===== config.mk =====
export PLATFORM = sky130hd
export DESIGN_NAME = pipe_stall_ctrl
export DESIGN_NICKNAME = d
export VERILOG_FILES = /design/src/rtl/pipe_stall_ctrl.sv
export SDC_FILE = /design/constraint.sdc
export NUM_CORES = 1
export LEC_CHECK = 0
export BUFFER_PORTS_ARGS = -buffer_cell sky130_fd_sc_hd__buf_4
export CAP_MARGIN = 30
export CORE_AREA = 2 2 109 90
export CTS_CLUSTER_DIAMETER = 40
export DETAILED_ROUTE_END_ITERATION = 6
export DIE_AREA = 0 0 111 92
export GPL_TIMING_DRIVEN = 0
export SYNTH_ARGS = -nofsm -noshare
export SYNTH_HDL_FRONTEND = slang
export SYNTH_SLANG_ARGS = --single-unit

===== constraint.sdc =====
create_clock -name clk_i -period 2.5 [get_ports clk_i]
set_clock_uncertainty 0.1 [all_clocks]
set_input_delay 0.375 -clock clk_i [delete_from_list [all_inputs] [get_ports clk_i]]
set_output_delay 0.375 -clock clk_i [all_outputs]
set_load 0.03 [all_outputs]

===== src/rtl/pipe_stall_ctrl.sv =====
// pipe_stall_ctrl
//   Central stall/flush sequencer for the 5-stage pipeline. It resolves three
//   hazard sources in fixed priority (data-cache miss, load-use, then taken
//   branch/jump), tracks core run state from start, and keeps saturating
//   performance counters.
//
//   State | meaning
//   BOOT  | core not started; every pipeline register held
//   RUN   | normal execution; hazards resolved combinationally each cycle
//   MISS  | waiting on the data cache; held until mem_stall drops
//
// Ports
//   clk_i, rst_i        clock (rising edge), asynchronous active-low reset
//   start_i             core run enable (level)
//   id_rs_i, id_rt_i    source register indices of the instruction in ID
//   id_uses_rt_i        ID instruction reads rt as a source
//   ex_memread_i        instruction in EX is a load
//   ex_rt_i             destination register of the load in EX
//   id_redirect_i       taken branch/jump resolved in ID
//   mem_stall_i         data cache busy/miss (level)
//   pc_hold_o           PC stall-hold
//   ifid_hold_o         IF/ID keeps its value
//   ifid_flush_o        IF/ID loads a NOP
//   idex_bubble_o       ID/EX loads control zeros
//   exmem_hold_o        EX/MEM keeps its value
//   memwb_hold_o        MEM/WB keeps its value
//   running_o           high whenever the state is not BOOT
//   stall_cnt_o         RUN/MISS cycles with pc_hold_o asserted (saturating)
//   flush_cnt_o         cycles with ifid_flush_o asserted (saturating)
//   miss_cnt_o          cycles spent in MISS (saturating)

module pipe_stall_ctrl #(
  parameter int CNT_W = 16,
  parameter int REG_W = 5
) (
  input  logic             clk_i,
  input  logic             rst_i,
  input  logic             start_i,
  input  logic [REG_W-1:0] id_rs_i,
  input  logic [REG_W-1:0] id_rt_i,
  input  logic             id_uses_rt_i,
  input  logic             ex_memread_i,
  input  logic [REG_W-1:0] ex_rt_i,
  input  logic             id_redirect_i,
  input  logic             mem_stall_i,
  output logic             pc_hold_o,
  output logic             ifid_hold_o,
  output logic             ifid_flush_o,
  output logic             idex_bubble_o,
  output logic             exmem_hold_o,
  output logic             memwb_hold_o,
  output logic             running_o,
  output logic [CNT_W-1:0] stall_cnt_o,
  output logic [CNT_W-1:0] flush_cnt_o,
  output logic [CNT_W-1:0] miss_cnt_o
);

  typedef enum logic [1:0] {
    BOOT = 2'd0,
    RUN  = 2'd1,
    MISS = 2'd2
  } state_t;

  localparam logic [CNT_W-1:0] CNT_ONE = CNT_W'(1);
  localparam logic [CNT_W-1:0] CNT_MAX = {CNT_W{1'b1}};

  state_t state, state_nxt;

  logic load_use;
  logic rs_match;
  logic rt_match;

  logic stall_inc;
  logic flush_inc;
  logic miss_inc;

  // r0 is hardwired to zero, so a load targeting it never creates a dependency.
  assign rs_match = (ex_rt_i == id_rs_i);
  assign rt_match = id_uses_rt_i && (ex_rt_i == id_rt_i);
  assign load_use = ex_memread_i && (ex_rt_i != '0) && (rs_match || rt_match);

  always_ff @(posedge clk_i or negedge rst_i) begin
    if (!rst_i) begin
      state <= BOOT;
    end else begin
      state <= state_nxt;
    end
  end

  // Hold/flush/bubble are decoded from the current state and the current
  // hazard inputs so they take effect in the same cycle as the hazard.
  always_comb begin
    state_nxt     = state;
    pc_hold_o     = 1'b0;
    ifid_hold_o   = 1'b0;
    ifid_flush_o  = 1'b0;
    idex_bubble_o = 1'b0;
    exmem_hold_o  = 1'b0;
    memwb_hold_o  = 1'b0;

    case (state)
      BOOT: begin
        pc_hold_o    = 1'b1;
        ifid_hold_o  = 1'b1;
        exmem_hold_o = 1'b1;
        memwb_hold_o = 1'b1;
        if (start_i) begin
          state_nxt = RUN;
        end
      end

      RUN: begin
        if (!start_i) begin
          // Dropping start freezes the pipe immediately, ahead of any hazard.
          pc_hold_o    = 1'b1;
          ifid_hold_o  = 1'b1;
          exmem_hold_o = 1'b1;
          memwb_hold_o = 1'b1;
          state_nxt    = BOOT;
        end else if (mem_stall_i) begin
          pc_hold_o    = 1'b1;
          ifid_hold_o  = 1'b1;
          exmem_hold_o = 1'b1;
          memwb_hold_o = 1'b1;
          state_nxt    = MISS;
        end else if (load_use) begin
          // The redirect is dropped here; the branch re-resolves next cycle
          // once the load result is forwardable.
          pc_hold_o     = 1'b1;
          ifid_hold_o   = 1'b1;
          idex_bubble_o = 1'b1;
        end else if (id_redirect_i) begin
          ifid_flush_o = 1'b1;
        end
      end

      MISS: begin
        if (!start_i) begin
          pc_hold_o    = 1'b1;
          ifid_hold_o  = 1'b1;
          exmem_hold_o = 1'b1;
          memwb_hold_o = 1'b1;
          state_nxt    = BOOT;
        end else if (mem_stall_i) begin
          pc_hold_o    = 1'b1;
          ifid_hold_o  = 1'b1;
          exmem_hold_o = 1'b1;
          memwb_hold_o = 1'b1;
        end else begin
          // Cache presents data this cycle; release everything.
          state_nxt = RUN;
        end
      end

      default: begin
        pc_hold_o    = 1'b1;
        ifid_hold_o  = 1'b1;
        exmem_hold_o = 1'b1;
        memwb_hold_o = 1'b1;
        state_nxt    = BOOT;
      end
    endcase
  end

  assign running_o = (state != BOOT);

  assign stall_inc = running_o && pc_hold_o;
  assign flush_inc = ifid_flush_o;
  assign miss_inc  = (state == MISS);

  // Counters are cleared only by reset and persist across BOOT transitions.
  always_ff @(posedge clk_i or negedge rst_i) begin
    if (!rst_i) begin
      stall_cnt_o <= '0;
    end else if (stall_inc && (stall_cnt_o != CNT_MAX)) begin
      stall_cnt_o <= stall_cnt_o + CNT_ONE;
    end
  end

  always_ff @(posedge clk_i or negedge rst_i) begin
    if (!rst_i) begin
      flush_cnt_o <= '0;
    end else if (flush_inc && (flush_cnt_o != CNT_MAX)) begin
      flush_cnt_o <= flush_cnt_o + CNT_ONE;
    end
  end

  always_ff @(posedge clk_i or negedge rst_i) begin
    if (!rst_i) begin
      miss_cnt_o <= '0;
    end else if (miss_inc && (miss_cnt_o != CNT_MAX)) begin
      miss_cnt_o <= miss_cnt_o + CNT_ONE;
    end
  end

endmodule


==> metrics.csv <==
metric,value,unit
cts_sinks,50,
io_buffers,76,
start_kind,input pin,
dp_cells,454,
synthArstFlopShare,100.0,%
hold_viol,0,
clk-insertion-delay-late,0.29,ns
dieHeight,92,µm
top_layer_used,met4,
dr.first_iter.drc_count,51,
yosysUniqueCellTypes,35,
routed_wl,6053,µm
gr-total-overflow,0,
synth.top_cell.area_share,46.71,%
core_area,9249,µm²
setup_violations,0,
fin_util,38.80,%
min_period_over_period,94.28,%
met3WireLength,276,µm
cp_max_fo,4,
synth_enable_flop_cells,0,
antenna_found_initial,0,
multi_input_area,1378,µm²
viasPerCell,4.696,
peakVddDrop,472.5,µV
synthCells,259,
endpoint_kind,primary output,
ys_seq_area_share,46.71,%
numCtsBuffers,5,
final_common_cell,buf_4,
wl_met1,2941,µm
worst_pin_slew,0.6573,ns
crit_path_frequent_cell,buf_4,
max-cap-violations,0,
htreeDepth,2,
start_util,28.96,%
antenna_cells,0,
path_class,input pin to primary output,
crit_buf_inv,3,
min_path_type,input pin to asynchronous set/reset pin,
antenna_left,0,
p_leak,1.751,nW
dieArea,10210,µm²
post-route-min-period,2.357,ns
syn2layout_area_growth,33.96,%
synthFlopType,dfrtp_1,
crit_required,2.03,ns
drv_slew,0,
grt_pass1_vias,2084,
placementRows,32,
tns,0,ns
wl_met2,2777,µm
cts_hold_buf,0,
cp.arrival,1.88,ns
slew_headroom,56.18,%
cts_tree,yes,
drc_errors,0,
root_buffer,clkbuf_16,
postSynthAreaPerCell,10.34,µm²
place_area,3398,µm²
layout_common_cells,"buf_4 (81), dfrtp_1 (50), xor2_1 (32), nand2_1 (22), xnor2_1 (20)",
path_cells,"buf_4, or4_1, o21ai_2, nor2_1, a21oi_1, o21ai_1, buf_4, buf_4",
critPathTopFamily,simple AND/OR/NAND/NOR gates,
timing.hold.ws,0.008850,ns
final_nets,373,
first_pass_iters,4,
synthTopCellsByArea,"dfrtp_1 (47%), xor2_1 (10%), xnor2_1 (6.5%)",
grt_max_degree,51,
synth_area_leader_cell,dfrtp_1,
clockBufferDepth,2,
fmax,424.3,MHz
syn_nets,288,
power_density,859.6,nW/µm²
synth_seq_cells,50,
final_cells,464,
crit_slowest_cell,or4_1,
mappedNetlistArea,2679,µm²
grt_usage,12.19,%
area.sequential,1251,µm²
drive_gt1_share,29.57,%
grt_pass1_wl,10210,µm
drt-wirelength-per-cell,13.05,µm
yosys_warnings,0,
rsz0062_at_grt,no,
final_area,3588,µm²
gp_congestion,0.7640,
hpwl,4420,µm
vias,2179,
crit_path_max_incr_delay,0.53,ns
num_io_pins,77,
nFillCells,927,
cts.clk_slew.worst_paths,0.07,ns
dieWidth,111,µm
status,finished clean,
-- synthesized netlist by cell type (all sizes together), types with 5 or more instances --
library cell / number
and3: 8
and4: 6
dfrtp: 50
ha: 7
inv: 7
mux2: 5
nand2: 22
nand3: 19
nand4: 12
nor2: 19
nor3: 11
o21ai: 6
xnor2: 20
xor2: 32
-- logic make-up after synthesis --
logic type / synth area share (%)
xor gates and xnor gates: 17.00
adders and majority gates: 3.269
AOI/OAI and AO/OA: 3.596
DFF: 46.71
buffers and inverters: 2.242
muxes: 2.102
and+or+nand+nor: 25.08
-- worst paths after layout --
| check | start | end | slack [ns] | cells past startpoint |
|---|---|---|---|---|
| setup / recovery | ex_rt_i[0] | pc_hold_o | 0.14 | 8 |
| hold / removal | rst_i | miss_cnt_o[11]$_DFFE_PN0P_ | 0.009 | 1 |
| setup reg to reg | state[1]$_DFFE_PN0P_ | stall_cnt_o[14]$_DFFE_PN0P_ | 0.24 | 6 |
| hold reg to reg | flush_cnt_o[10]$_DFFE_PN0P_ | flush_cnt_o[10]$_DFFE_PN0P_ | 0.40 | 1 |
| max in group asynchronous | rst_i | stall_cnt_o[15]$_DFFE_PN0P_ | 1.84 | 1 |
| min in group clk_i | start_i | state[1]$_DFFE_PN0P_ | 0.34 | 4 |
-- worst register-to-register path, delay by kind of cell (launching register included) --
family          cells  cell delay (ns)
compound gates      1             0.57
fa+ha+maj           1             0.22
buf+inv             2             0.20
flops               1             0.43
mux                 1             0.36
simple gates        1             0.28
-- layer usage --
layer / track usage (%) / vias to the layer above
met4: 3.125 / 0
met3: 3.701 / 4
met2: 18.97 / 40
li1: - / 1084
met5: 0 / -
met1: 16.62 / 1051
-- per-stage QoR --
step / setup slack (ns) / total power, W
5_1_grt: 0.006243 / 0.003300
3_3_place_gp: -0.2278 / 0.002352
3_5_place_dp: -0.2493 / 0.002371
6_report: 0.1431 / 0.003085
2_1_floorplan: 0.09916 / 0.001921
4_1_cts: 0.009995 / 0.003121
-- state kept, by name, indices dropped and copies added (netlist names) --
register     cells
miss_cnt_o      16
stall_cnt_o     16
state            2
flush_cnt_o     16
-- power by group --
part / internal [W] / switching (W) / total, W
clock: 0.000428 / 0.000304 / 0.000732
sequential: 0.000930 / 0.000164 / 0.00109
combinational: 0.000491 / 0.000768 / 0.00126
total: 0.00185 / 0.00124 / 0.00308
-- final cells by class --
| type | instances | share of cell area, % |
|---|---|---|
| Buffer | 5 | 1.046 |
| Multi-Input combinational cell | 197 | 38.39 |
| Timing Repair Buffer | 78 | 16.32 |
| Clock buffer | 7 | 4.254 |
| Inverter | 7 | 0.7322 |
| Clock inverter | 1 | 0.2441 |
| Tap cell | 119 | 4.149 |
| Sequential cell | 50 | 34.87 |
-- what timing repair did --
item,4_1_cts,5_1_grt
pin swaps,0,1
endpoints found under the setup margin,1,3
setup buffers,0,2
gates resized for setup,2,5
cloned,0,0
Note: power is estimated with default switching activity, not from simulation.
